$ cat src/rtl/riscv_pkg.sv
// Shared RV64I core definitions.
//   XLEN        : default datapath width
//   alu_op_e    : ALU operation select carried in the control bundle
//   ctrl_t      : decoded control bundle passed from ID to EX
//   CTRL_BUBBLE : all-zero control word; a bubble that writes nothing and
//                 touches no memory
package riscv_pkg;

  localparam int unsigned XLEN = 64;

  typedef enum logic [3:0] {
    ALU_ADD  = 4'd0,
    ALU_SUB  = 4'd1,
    ALU_SLL  = 4'd2,
    ALU_SLT  = 4'd3,
    ALU_SLTU = 4'd4,
    ALU_XOR  = 4'd5,
    ALU_SRL  = 4'd6,
    ALU_SRA  = 4'd7,
    ALU_OR   = 4'd8,
    ALU_AND  = 4'd9,
    ALU_LUI  = 4'd10,
    ALU_AUIPC= 4'd11
  } alu_op_e;

  typedef struct packed {
    logic       reg_write;
    logic       mem_read;
    logic       mem_write;
    logic       mem_to_reg;
    logic       alu_src;
    logic       branch;
    logic       jump;
    alu_op_e    alu_op;
    logic [2:0] funct3;
  } ctrl_t;

  localparam ctrl_t CTRL_BUBBLE = '0;

endpackage

$ cat src/rtl/load_use_detect.sv
// Load-use hazard detector (pure combinational).
// Flags when the instruction in ID reads a register that the load currently
// in EX will write; that value is not available until after MEM.
//   id_valid, id_rs1, id_rs2, id_uses_rs1, id_uses_rs2 : ID source info
//   ex_valid, ex_mem_read, ex_rd                        : EX producer info
//   hz                                                  : hazard flag
module load_use_detect (
  input  logic       id_valid,
  input  logic [4:0] id_rs1,
  input  logic [4:0] id_rs2,
  input  logic       id_uses_rs1,
  input  logic       id_uses_rs2,
  input  logic       ex_valid,
  input  logic       ex_mem_read,
  input  logic [4:0] ex_rd,
  output logic       hz
);

  logic rs1_hit, rs2_hit;

  // Only count a source when the instruction really reads it: a stale rs
  // field (e.g. in lui) must not cause a spurious stall.
  assign rs1_hit = id_uses_rs1 && (id_rs1 == ex_rd);
  assign rs2_hit = id_uses_rs2 && (id_rs2 == ex_rd);

  // x0 is never a true dependency.
  assign hz = id_valid && ex_valid && ex_mem_read && (ex_rd != 5'd0)
              && (rs1_hit || rs2_hit);

endmodule

$ cat src/rtl/id_ex_stage.sv
// ID/EX pipeline register with load-use bubble insertion, branch flush and
// external stall.
//   clk, rst_n         : clock, async active-low reset
//   id_*               : decoded instruction from ID
//   flush_ex           : taken branch/jump in EX; squash the ID instruction
//   stall_ext          : memory stall; freeze this register and counters
//   ex_*               : registered instruction presented to EX
//   stall_if_id        : combinational freeze of PC and IF/ID
//   load_use_cnt       : saturating count of load-use bubbles
//   flush_cnt          : saturating count of flush bubbles
module id_ex_stage
  import riscv_pkg::*;
#(
  parameter int unsigned XLEN  = riscv_pkg::XLEN,
  parameter int unsigned CNT_W = 32
) (
  input  logic             clk,
  input  logic             rst_n,
  input  logic             id_valid,
  input  logic [XLEN-1:0]  id_pc,
  input  logic [4:0]       id_rs1,
  input  logic [4:0]       id_rs2,
  input  logic [4:0]       id_rd,
  input  logic             id_uses_rs1,
  input  logic             id_uses_rs2,
  input  logic [XLEN-1:0]  id_rs1_data,
  input  logic [XLEN-1:0]  id_rs2_data,
  input  logic [XLEN-1:0]  id_imm,
  input  ctrl_t            id_ctrl,
  input  logic             flush_ex,
  input  logic             stall_ext,
  output logic             ex_valid,
  output logic [XLEN-1:0]  ex_pc,
  output logic [XLEN-1:0]  ex_rs1_data,
  output logic [XLEN-1:0]  ex_rs2_data,
  output logic [XLEN-1:0]  ex_imm,
  output logic [4:0]       ex_rs1,
  output logic [4:0]       ex_rs2,
  output logic [4:0]       ex_rd,
  output ctrl_t            ex_ctrl,
  output logic             stall_if_id,
  output logic [CNT_W-1:0] load_use_cnt,
  output logic [CNT_W-1:0] flush_cnt
);

  localparam logic [CNT_W-1:0] CNT_MAX = '1;
  localparam logic [CNT_W-1:0] CNT_ONE = CNT_W'(1);

  logic hz;
  logic take_bubble;  // flush, hazard or empty ID slot
  logic load_bubble;  // any non-stalled edge that inserts a bubble

  load_use_detect u_lud (
    .id_valid    (id_valid),
    .id_rs1      (id_rs1),
    .id_rs2      (id_rs2),
    .id_uses_rs1 (id_uses_rs1),
    .id_uses_rs2 (id_uses_rs2),
    .ex_valid    (ex_valid),
    .ex_mem_read (ex_ctrl.mem_read),
    .ex_rd       (ex_rd),
    .hz          (hz)
  );

  // A flushed ID instruction is wrong-path and gets dropped, so a hazard
  // against it must not freeze fetch.
  assign stall_if_id = stall_ext || (hz && !flush_ex);

  assign take_bubble = flush_ex || hz || !id_valid;
  assign load_bubble = !stall_ext && take_bubble;

  // Pipeline payload. Bubbles zero the indices and control so the
  // forwarding unit can never match one; data is zeroed for determinism.
  always_ff @(posedge clk or negedge rst_n) begin
    if (!rst_n) begin
      ex_valid    <= 1'b0;
      ex_pc       <= '0;
      ex_rs1_data <= '0;
      ex_rs2_data <= '0;
      ex_imm      <= '0;
      ex_rs1      <= '0;
      ex_rs2      <= '0;
      ex_rd       <= '0;
      ex_ctrl     <= CTRL_BUBBLE;
    end else if (load_bubble) begin
      ex_valid    <= 1'b0;
      ex_pc       <= '0;
      ex_rs1_data <= '0;
      ex_rs2_data <= '0;
      ex_imm      <= '0;
      ex_rs1      <= '0;
      ex_rs2      <= '0;
      ex_rd       <= '0;
      ex_ctrl     <= CTRL_BUBBLE;
    end else if (!stall_ext) begin
      ex_valid    <= 1'b1;
      ex_pc       <= id_pc;
      ex_rs1_data <= id_rs1_data;
      ex_rs2_data <= id_rs2_data;
      ex_imm      <= id_imm;
      ex_rs1      <= id_rs1;
      ex_rs2      <= id_rs2;
      ex_rd       <= id_rd;
      ex_ctrl     <= id_ctrl;
    end
  end

  // Bubble counters: flush wins over hazard, neither counts while stalled,
  // and an idle ID slot counts as neither.
  always_ff @(posedge clk or negedge rst_n) begin
    if (!rst_n) begin
      load_use_cnt <= '0;
      flush_cnt    <= '0;
    end else if (!stall_ext) begin
      if (flush_ex) begin
        if (flush_cnt != CNT_MAX) flush_cnt <= flush_cnt + CNT_ONE;
      end else if (hz) begin
        if (load_use_cnt != CNT_MAX) load_use_cnt <= load_use_cnt + CNT_ONE;
      end
    end
  end

endmodule

$ cat config.mk
export PLATFORM = sky130hd
export DESIGN_NAME = id_ex_stage
export DESIGN_NICKNAME = d
export VERILOG_FILES = /design/src/rtl/riscv_pkg.sv /design/src/rtl/load_use_detect.sv /design/src/rtl/id_ex_stage.sv
export SDC_FILE = /design/constraint.sdc
export NUM_CORES = 1
export LEC_CHECK = 0
export ABC_AREA = 1
export BUFFER_PORTS_ARGS = -buffer_cell sky130_fd_sc_hd__buf_2
export CORE_AREA = 4 4 248 250
export CTS_CLUSTER_DIAMETER = 60
export DETAILED_ROUTE_END_ITERATION = 12
export DIE_AREA = 0 0 252 254
export PLACE_DENSITY = 0.48
export RECOVER_POWER = 100
export SETUP_SLACK_MARGIN = 0.3
export SYNTH_ARGS = -nofsm -noshare
export SYNTH_HDL_FRONTEND = slang
export SYNTH_SLANG_ARGS = --single-unit
$ cat constraint.sdc
create_clock -name clk -period 1.7 [get_ports clk]
set_clock_uncertainty 0.2 [all_clocks]
set_input_delay 0.17 -clock clk [delete_from_list [all_inputs] [get_ports clk]]
set_output_delay 0.17 -clock clk [all_outputs]
set_load 0.05 [all_outputs]
==> metrics.txt, run 1 <==
hold_buf cts=288; placed cells=3457; synthesis-to-layout area growth=90.2%; Startpoint Class=flip-flop; layout cell share with drive strength beyond 1=46.1%; pwr dens=817 mW/mm²; hold_ws=22.3 ps; Final Util=50.1%; Clock transition at path regs=60 ps; TritonCTS clock tree=built; number of port buffers=642; first-pass GRT wire length=111000 µm; cell count after synthesis=1908; Cell Area, Synth=0.0155 mm²; Final HPWL DP=50400 µm; failing checks=negative setup slack; initial drt markers=876; Worst setup EP type=output pin; Power Total=24.2 mW; Final period util=140%; worst-path maximum fanout=5; Setup WS post-layout=-685 ps; flops & latches, synth=350; grt total ovfl=0; die height=254 µm; Core ar.=0.0590 mm²; worst skew pair latency=570 ps; post-synth net total=2202; CP required=1330 ps; final hold vios=0; unrepaired setup endpoints after global routing=true; worst min path class=input pin to flip-flop; mean area per synthesized cell=8.15 µm²; crit path DAT=2020 ps; wire per inst=18.5 µm; Synth cell types=29; Max Root-Sink Buffers=3; Final GP Congestion=0.874; CTS HTree Levels=2; Slew @ Worst Pin=814 ps; post-route insts no fill=3936; # setup viols final=387; dpl ws=-218 ps; Relative slew margins=45.7%; fin nets=3413; Synth Warn #=0; Final ANT Viol Nets=0; register area share after synthesis=56.3%; maximum vdd drop=0.802 mV; f_max=419 MHz; hold path depth=6; max-cap viol count=0; Ports=643; Hold Crit Start=id_valid; Total Routing Usage GR=21.8%; CP Class=flip-flop to output pin; number of global-route vias before repair=19000; antenna violations before repair=11; starting density of the core=26.3%; outcome=finished, violations left; Row Count=89; # clock sinks=350; Static Leakage=15.6 nW; fin. max-slew vios=0; Hold Path End=ex_rs2_data[43]; vias per inst=4.52; DR vias=17800; CTS Buf Count=47; R2R setup slack=-570 ps; 1st-pass router iterations=5; Die Span X=252 µm; Reg-to-Reg End=ex_imm[39]; largest net degree at the start of global routing=124; Die ar.=0.0640 mm²; worst r2r src=ex_rd[4]; Routed WL=73000 µm; Final min period=2390 ps; # fillers=5526; DRC=0; CTS Root Buffer Type=clkbuf_16; worst reg2reg path depth=15
[placed cells by master, fill, tap and decap left out, types with 8 or more instances in the layout]
cell           synthesis  final
inv_1                 53     43
buf_2                 56    369
nand2_2                4     31
nand3_2                3    256
nor2_2                 3      8
buf_12                 0     36
clkbuf_2               0    274
buf_6                  3     24
buf_16                 0     46
nand2_1              882    848
dlygate4sd3_1          0    288
o21ai_0               30      8
nand3b_1              15     15
buf_4                  4    202
diode_2                0      8
clkbuf_16              0     58
dfrtp_2                0     47
o21ai_2                3     10
nand3_1              292     32
xor2_1                29     28
inv_2                  8     15
o21ai_1                0     14
clkbuf_1              41     20
dfrtp_1              350    303
nor3_1                18     14
nor2_1                84     74
[cell usage after synthesis, drive strengths merged]
| cell type | n | area [µm²] |
|---|---|---|
| and2 | 1 | 6.26 |
| clkbuf | 41 | 154 |
| nand3 | 295 | 1490 |
| nor2 | 89 | 357 |
| nand3b | 17 | 135 |
| nor3b | 1 | 7.51 |
| a21boi | 1 | 7.51 |
| buf | 63 | 344 |
| nand2 | 887 | 3350 |
| o21ai | 33 | 176 |
| nand4 | 8 | 56.3 |
| ha | 2 | 25.0 |
| xnor2 | 7 | 61.3 |
| dfrtp | 350 | 8760 |
| nor3 | 23 | 140 |
| xor2 | 29 | 254 |
| inv | 61 | 229 |
[metrics by stage]
stage | TNS, ps | instance area, µm²
after floorplan | -45710 | 17300
final | -152420 | 29600
after detailed placement | -43110 | 22900
after global routing | -189790 | 29600
after global placement | -36150 | 22900
after CTS | -147750 | 29000
[timing repair]
action	in CTS	in global routing
setup buffers	38	16
hold endpoints to repair	636	27
resized for setup	136	63
setup endpoints to repair	701	701
cloned	33	11
pin swaps	23	17
[power by group]
part / leakage [nW] / switching (mW) / internal (mW)
sequential: 4.66 / 0.322 / 8.83
combinational: 10.2 / 3.42 / 1.82
clock: 0.739 / 3.95 / 5.82
[critical path: stages, from the launching register on]
cell	delay (ps)
dfrtp_2	420
inv_2	60
nand2_1	50
nand2_1	50
nor2_1	100
nand3_1	90
nand2_2	140
nand2_8	60
buf_6	120
o21ai_4	170
buf_12	170
[layout make-up]
| cell class | count | area, µm² | area share [%] |
|---|---|---|---|
| antenna | 8 | 20.0 | 0.0677 |
| clock buffer | 67 | 1300 | 4.40 |
| clock inverter | 18 | 206 | 0.698 |
| inverter | 61 | 241 | 0.816 |
| multi-input combinational | 1393 | 7730 | 26.2 |
| sequential | 350 | 8820 | 29.8 |
| tap | 773 | 967 | 3.27 |
| timing repair buffer | 1266 | 10300 | 34.8 |
[kinds of logic after synthesis]
family | after synthesis | share of synthesized area [%]
AND/OR/NAND/NOR | 1321 | 35.6
XOR/XNOR | 36 | 2.03
flip-flops | 350 | 56.3
adder cells (fa/ha/maj) | 2 | 0.161
AO/OA/AOI/OAI | 34 | 1.18
buffers and inverters | 165 | 4.67
[sequential cells by signal, indices dropped and copies added (netlist names), 14 cells and up]
signal and flops:
ex_rs1_data 64, ex_pc 64, ex_ctrl 14, load_use_cnt 32, ex_rs2_data 64, ex_imm 64
flush_cnt 32
[worst max-delay path by stage]
| stage | startpoint | to | slack (ps) | depth (start not counted) |
|---|---|---|---|---|
| 3_3_place_gp | ex_rd[1] | load_use_cnt[12] | -180 | 11 |
| 5_1_grt | ex_rd[4] | stall_if_id | -780 | 9 |
| 4_1_cts | ex_rd[1] | stall_if_id | -750 | 9 |
| 3_5_place_dp | ex_rd[1] | load_use_cnt[7] | -220 | 11 |
| 2_1_floorplan | flush_cnt[0] | flush_cnt[5] | -290 | 12 |
| 6_report | ex_rd[4] | stall_if_id | -690 | 10 |
[metal layers]
| metal | GRT usage (%) | wire length [µm] |
|---|---|---|
| met5 | 0 | 29 |
| met4 | 7.99 | 2820 |
| met3 | 5.19 | 4710 |
| met2 | 37.8 | 36300 |
| met1 | 26.7 | 29200 |
Power figures use the tool's default switching activity.
==> run 2: changes to the inputs <==
Settings changed: SETUP_SLACK_MARGIN 0.3 to 0.1, SYNTH_HIERARCHICAL from default to 1.
==> metrics.txt, run 2 <==
placed cells=3439; Post-synth ARST share=100%; post-route insts no fill=3921; fin. max-slew vios=0; unrepaired setup endpoints after global routing=true; failing checks=negative setup slack; Reg-to-Reg End=ex_pc[58]; Startpoint Class=flip-flop; die height=254 µm; number of enable flip-flop cells after synthesis=0; TritonCTS clock tree=built; final hold vios=0; synthesis-to-layout area growth=89.3%; max-cap viol count=0; flops & latches, synth=350; CTS Buf Count=44; Synth Warn #=6; Static Leakage=15.7 nW; Die ar.=0.0640 mm²; CP required=1330 ps; hold path depth=4; antenna violations before repair=7; Power Total=23.7 mW; # clock sinks=350; worst r2r src=ex_rd[0]; grt total ovfl=0; Row Count=89; Relative slew margins=43.9%; fin nets=3403; Final period util=139%; Core ar.=0.0590 mm²; Slew @ Worst Pin=841 ps; initial drt markers=846; Max Root-Sink Buffers=3; 1st-pass router iterations=5; R2R setup slack=-650 ps; Commonest cells post-synth=nand2_1, inv_1, dfrtp_1, o21ai_0, nor2_1; Worst setup EP type=output pin; cell count after synthesis=1933; Synth top area share=56.3%; commonest non-fill, non-tap cell in the layout=nand2_1; dominant cells by area after synthesis=dfrtp_1, nand2_1, o21ai_0, inv_1, nor2_1; worst reg2reg path depth=15; layout cell share with drive strength beyond 1=46.1%; pwr dens=805 mW/mm²; largest stage delay on the critical path=420 ps; Final ANT Viol Nets=0; leading area contributor after synthesis=dfrtp_1; number of global-route vias before repair=17600; CTS Root Buffer Type=clkbuf_16; largest net degree at the start of global routing=172; Cell Area, Synth=0.0155 mm²; vias per inst=4.40; slowest CP cell=dfrtp_2; mean area per synthesized cell=8.04 µm²; worst min path class=input pin to flip-flop; Final HPWL DP=44300 µm; register area share after synthesis=56.3%; Routed WL=66500 µm; Clock transition at path regs=60 ps; CP Class=flip-flop to output pin; DRC=0; wire per inst=17.0 µm; worst-path maximum fanout=5; Most used DFF post-synth=dfrtp_1; f_max=423 MHz; # setup viols final=351; outcome=finished, violations left; Hold Path End=ex_rs1_data[41]; CP Cell Sequence=buf_6 -> nor2_4 -> nor2_2 -> nand3_1 -> a21oi_2 -> inv_2 -> buf_4 -> o21ai_4 -> buf_12; number of port buffers=642; Setup WS post-layout=-666 ps; crit path DAT=2000 ps; first-pass GRT wire length=96900 µm; starting density of the core=26.3%; Total Routing Usage GR=18.9%; Final GP Congestion=0.845; Hold Crit Start=stall_ext; Synth cell types=28; DR vias=17300; Ports=643; Die Span X=252 µm; post-synth net total=2227; worst skew pair latency=550 ps; Final min period=2370 ps; maximum vdd drop=0.648 mV; CTS HTree Levels=2; count leader, synth=nand2_1; most frequent cells in the layout=nand2_1, inv_1, buf_2
-- run 2: critical path, delay by kind of cell (launching register included) --
family	cells	cell delay, ps
flip-flops	1	420
AND/OR/NAND/NOR	3	220
buffers and inverters	4	490
AO/OA/AOI/OAI	2	300
-- run 2: where the power goes --
| part | total [mW] | switching, mW | internal, mW |
|---|---|---|---|
| combinational | 5.12 | 3.17 | 1.95 |
| sequential | 9.06 | 0.296 | 8.76 |
| clock | 9.52 | 3.81 | 5.70 |
-- run 2: repair_timing --
action | CTS | global route
hold buffers | 287 | 0
pin swaps | 4 | 54
hold endpoints to repair | 639 | 0
setup endpoints to repair | 567 | 630
resized for setup | 213 | 962
setup buffers | 34 | 50
gates cloned | 23 | 17
-- run 2: worst max path at each step --
stage | start | end | slack (ps) | cells after the start
after global placement | ex_rd[4] | ex_ctrl[13] | -410 | 10
after CTS | ex_rd[0] | stall_if_id | -730 | 9
final | ex_rd[0] | stall_if_id | -670 | 9
after floorplan | ex_rd[4] | load_use_cnt[5] | -350 | 12
after detailed placement | ex_rd[0] | ex_ctrl[0] | -430 | 10
after global routing | ex_rd[0] | stall_if_id | -810 | 9
-- run 2: final cells by class --
cell class	instances	area, µm²
timing repair buffer	1202	10100
clock inverter	15	195
clock buffer	64	1280
antenna	6	15.0
fill	5508	29600
inverter	359	1380
sequential	350	8800
tap	773	967
timing repair inverter	1	8.76
multi-input combinational	1151	6690
-- run 2: metal layers --
layer,track usage (%),wire [µm],vias up
met4,7.65,2410,0
li1,-,-,8232
met5,0,0,-
met1,23.0,26000,8322
met3,4.41,3980,134
met2,32.6,34200,578
-- run 2: cell families after synthesis --
kind of cell	after synthesis	share of synthesized area, %
buf+inv	432	10.9
xor+xnor	21	1.18
simple gates	831	21.8
flops	350	56.3
compound gates	297	9.61
fa+ha+maj	2	0.161
-- run 2: through the flow --
step                      hold WS (ps)  instance area [µm²]  utilization (%)  TNS [ps]  setup WS (ps)
final                             43.9                29400             49.9   -187130           -666
after floorplan                   -326                15800                -   -100840           -355
after detailed placement          -122                21000             35.6   -113950           -432
after global routing              84.8                29400             49.9   -238470           -814
after global placement            -122                21000             35.6   -110250           -410
after CTS                        -44.1                26800             45.4   -201920           -735
==> run 3: changes to the inputs <==
Settings changed: ABC_CLOCK_PERIOD_IN_PS from default to 1700, CAP_MARGIN from default to 20, CELL_PAD_IN_SITES_DETAIL_PLACEMENT from default to 1, CELL_PAD_IN_SITES_GLOBAL_PLACEMENT from default to 2, CORE_AREA 4 4 248 250 to default, CORE_ASPECT_RATIO from default to 2, CORE_MARGIN from default to 4, CORE_UTILIZATION from default to 24, DIE_AREA 0 0 252 254 to default, PLACE_DENSITY 0.48 to 0.74.
==> metrics.txt, run 3 (synthesized netlist as in run 2, its figures left out) <==
worst-path maximum fanout=7; largest net degree at the start of global routing=89; Max Root-Sink Buffers=3; Die Span X=188 µm; gr busiest metal=met2; max-cap viol count=0; area occupied by multi-input gates=0.00557 mm²; largest stage delay on the critical path=430 ps; Clock transition at path regs=60 ps; Die ar.=0.0692 mm²; commonest non-fill, non-tap cell in the layout=nand2_1; initial drt markers=567; Worst setup EP type=flip-flop; final hold vios=0; most frequent cells in the layout=nand2_1, buf_2, inv_1; Relative slew margins=21.9%; maximum vdd drop=0.651 mV; wire per inst=20.1 µm; Routed WL=78800 µm; DRC=0; CP required=1960 ps; 1st-pass router iterations=4; dpl ws=-469 ps; number of global-route vias before repair=19800; antenna violations before repair=16; # fillers=7592; critical path's most frequent cell=nand4_1; Final HPWL DP=54800 µm; Startpoint Class=flip-flop; first-pass GRT wire length=117000 µm; failing checks=negative setup slack; die height=368 µm; crit path DAT=2660 ps; worst skew pair latency=550 ps; TritonCTS clock tree=built; pwr dens=840 mW/mm²; fin nets=3367; number of port buffers=642; setup TNS=-179550 ps; placed cell areas=0.0211 mm²; Final GP Congestion=0.851; met2 Track Usage GR=41.2%; Row Count=131; f_max=417 MHz; Ports=643; CTS Buf Count=38; outcome=finished, violations left; layout cell share with drive strength beyond 1=37.1%; CP Cell Sequence=inv_2 -> buf_6 -> nand4_1 -> nand4_1 -> a21oi_2 -> inv_2 -> buf_4 -> nand4_1 -> buf_6 -> buf_12 -> buf_12 -> buf_8 -> buf_16 -> o21ai_1; unrepaired setup endpoints after global routing=true; grt total ovfl=0; slowest CP cell=dfrtp_2; starting density of the core=24.3%; Core ar.=0.0639 mm²; CTS HTree Levels=2; vias per inst=4.44; Final period util=141%; # clock sinks=350; worst min path class=input pin to flip-flop; Final ANT Viol Nets=0; Static Leakage=14.7 nW; DR vias=17400; Setup WS post-layout=-697 ps; Register Area=0.00881 mm²; Total Routing Usage GR=21.6%; fin. max-slew vios=0; CP Class=flip-flop to flip-flop; synthesis-to-layout area growth=75.0%; # setup viols final=397; Final min period=2400 ps; design area=0.0272 mm²; met3 usage=5.59%; routing usage on met1=21.3%; CTS Root Buffer Type=clkbuf_16; Slew @ Worst Pin=1170 ps
## run 3: cell count changes in the layout (fill, tap and decap cells not counted), moves of 41 or more
cell and delta:
buf_2 +41, buf_6 -87, nand2_1 +69, nand2_2 -45
o21ai_1 +164, o21ai_2 -174
## run 3: cell type report
type / count / area share (%)
repair buffers: 1173 / 33.4
inverters: 359 / 4.98
flip-flops and latches: 350 / 32.4
diodes: 14 / 0.129
well taps: 798 / 3.67
clock buffers: 51 / 4.01
clock inverters: 18 / 0.943
multi-input cells: 1151 / 20.5
## run 3: path summary, 6_finish.rpt
| kind | to | slack [ps] | from | cells after the start |
|---|---|---|---|---|
| setup reg to reg | ex_rs2_data[52] | -700 | ex_rd[3] | 14 |
| min in group asynchronous | ex_rs2_data[22] | 130 | rst_n | 3 |
| hold / removal | load_use_cnt[17] | 50 | flush_ex | 6 |
| max in group asynchronous | ex_rs1_data[14] | -40 | rst_n | 3 |
| hold reg to reg | ex_ctrl[11] | 290 | ex_ctrl[11] | 2 |
| setup / recovery | ex_rs2_data[52] | -700 | ex_rd[3] | 14 |
## run 3: metrics by stage
| stage | std cells | hold WS, ps | util, % | power, mW |
|---|---|---|---|---|
| finish | 3914 | 49.0 | 42.6 | 22.9 |
| global route | 3914 | 62.1 | 42.6 | 23.8 |
| CTS | 3881 | 18.2 | 41.8 | 23.1 |
| detailed placement | 3485 | -155 | 33.1 | 13.0 |
| global placement | 3485 | -155 | 33.1 | 12.9 |
| floorplan | 1933 | -326 | - | 11.4 |
## run 3: power breakdown
part / switching [mW] / internal, mW / total (mW)
clock: 3.74 / 5.32 / 9.06
sequential: 0.317 / 8.75 / 9.07
combinational: 3.08 / 1.65 / 4.73
## run 3: timing repair
action,4_1_cts,5_1_grt
hold endpoints to repair,635,0
setup endpoints to repair,533,642
hold buffers,287,0
buffers inserted,20,7
resized for setup,252,74
cloned,21,14
pin swaps,4,15
## run 3: worst max-delay path, delay by kind of cell (launching register included)
kind            cells  cell delay (ps)
flops               1              430
buf+inv             9             1090
compound gates      2              210
simple gates        3              360
## run 3: layer usage
metal,vias to the layer above,part of all wire (%)
met1,8387,34
li1,8163,-
met4,4,5.1
met2,635,54
met5,-,0.030
met3,172,6.4
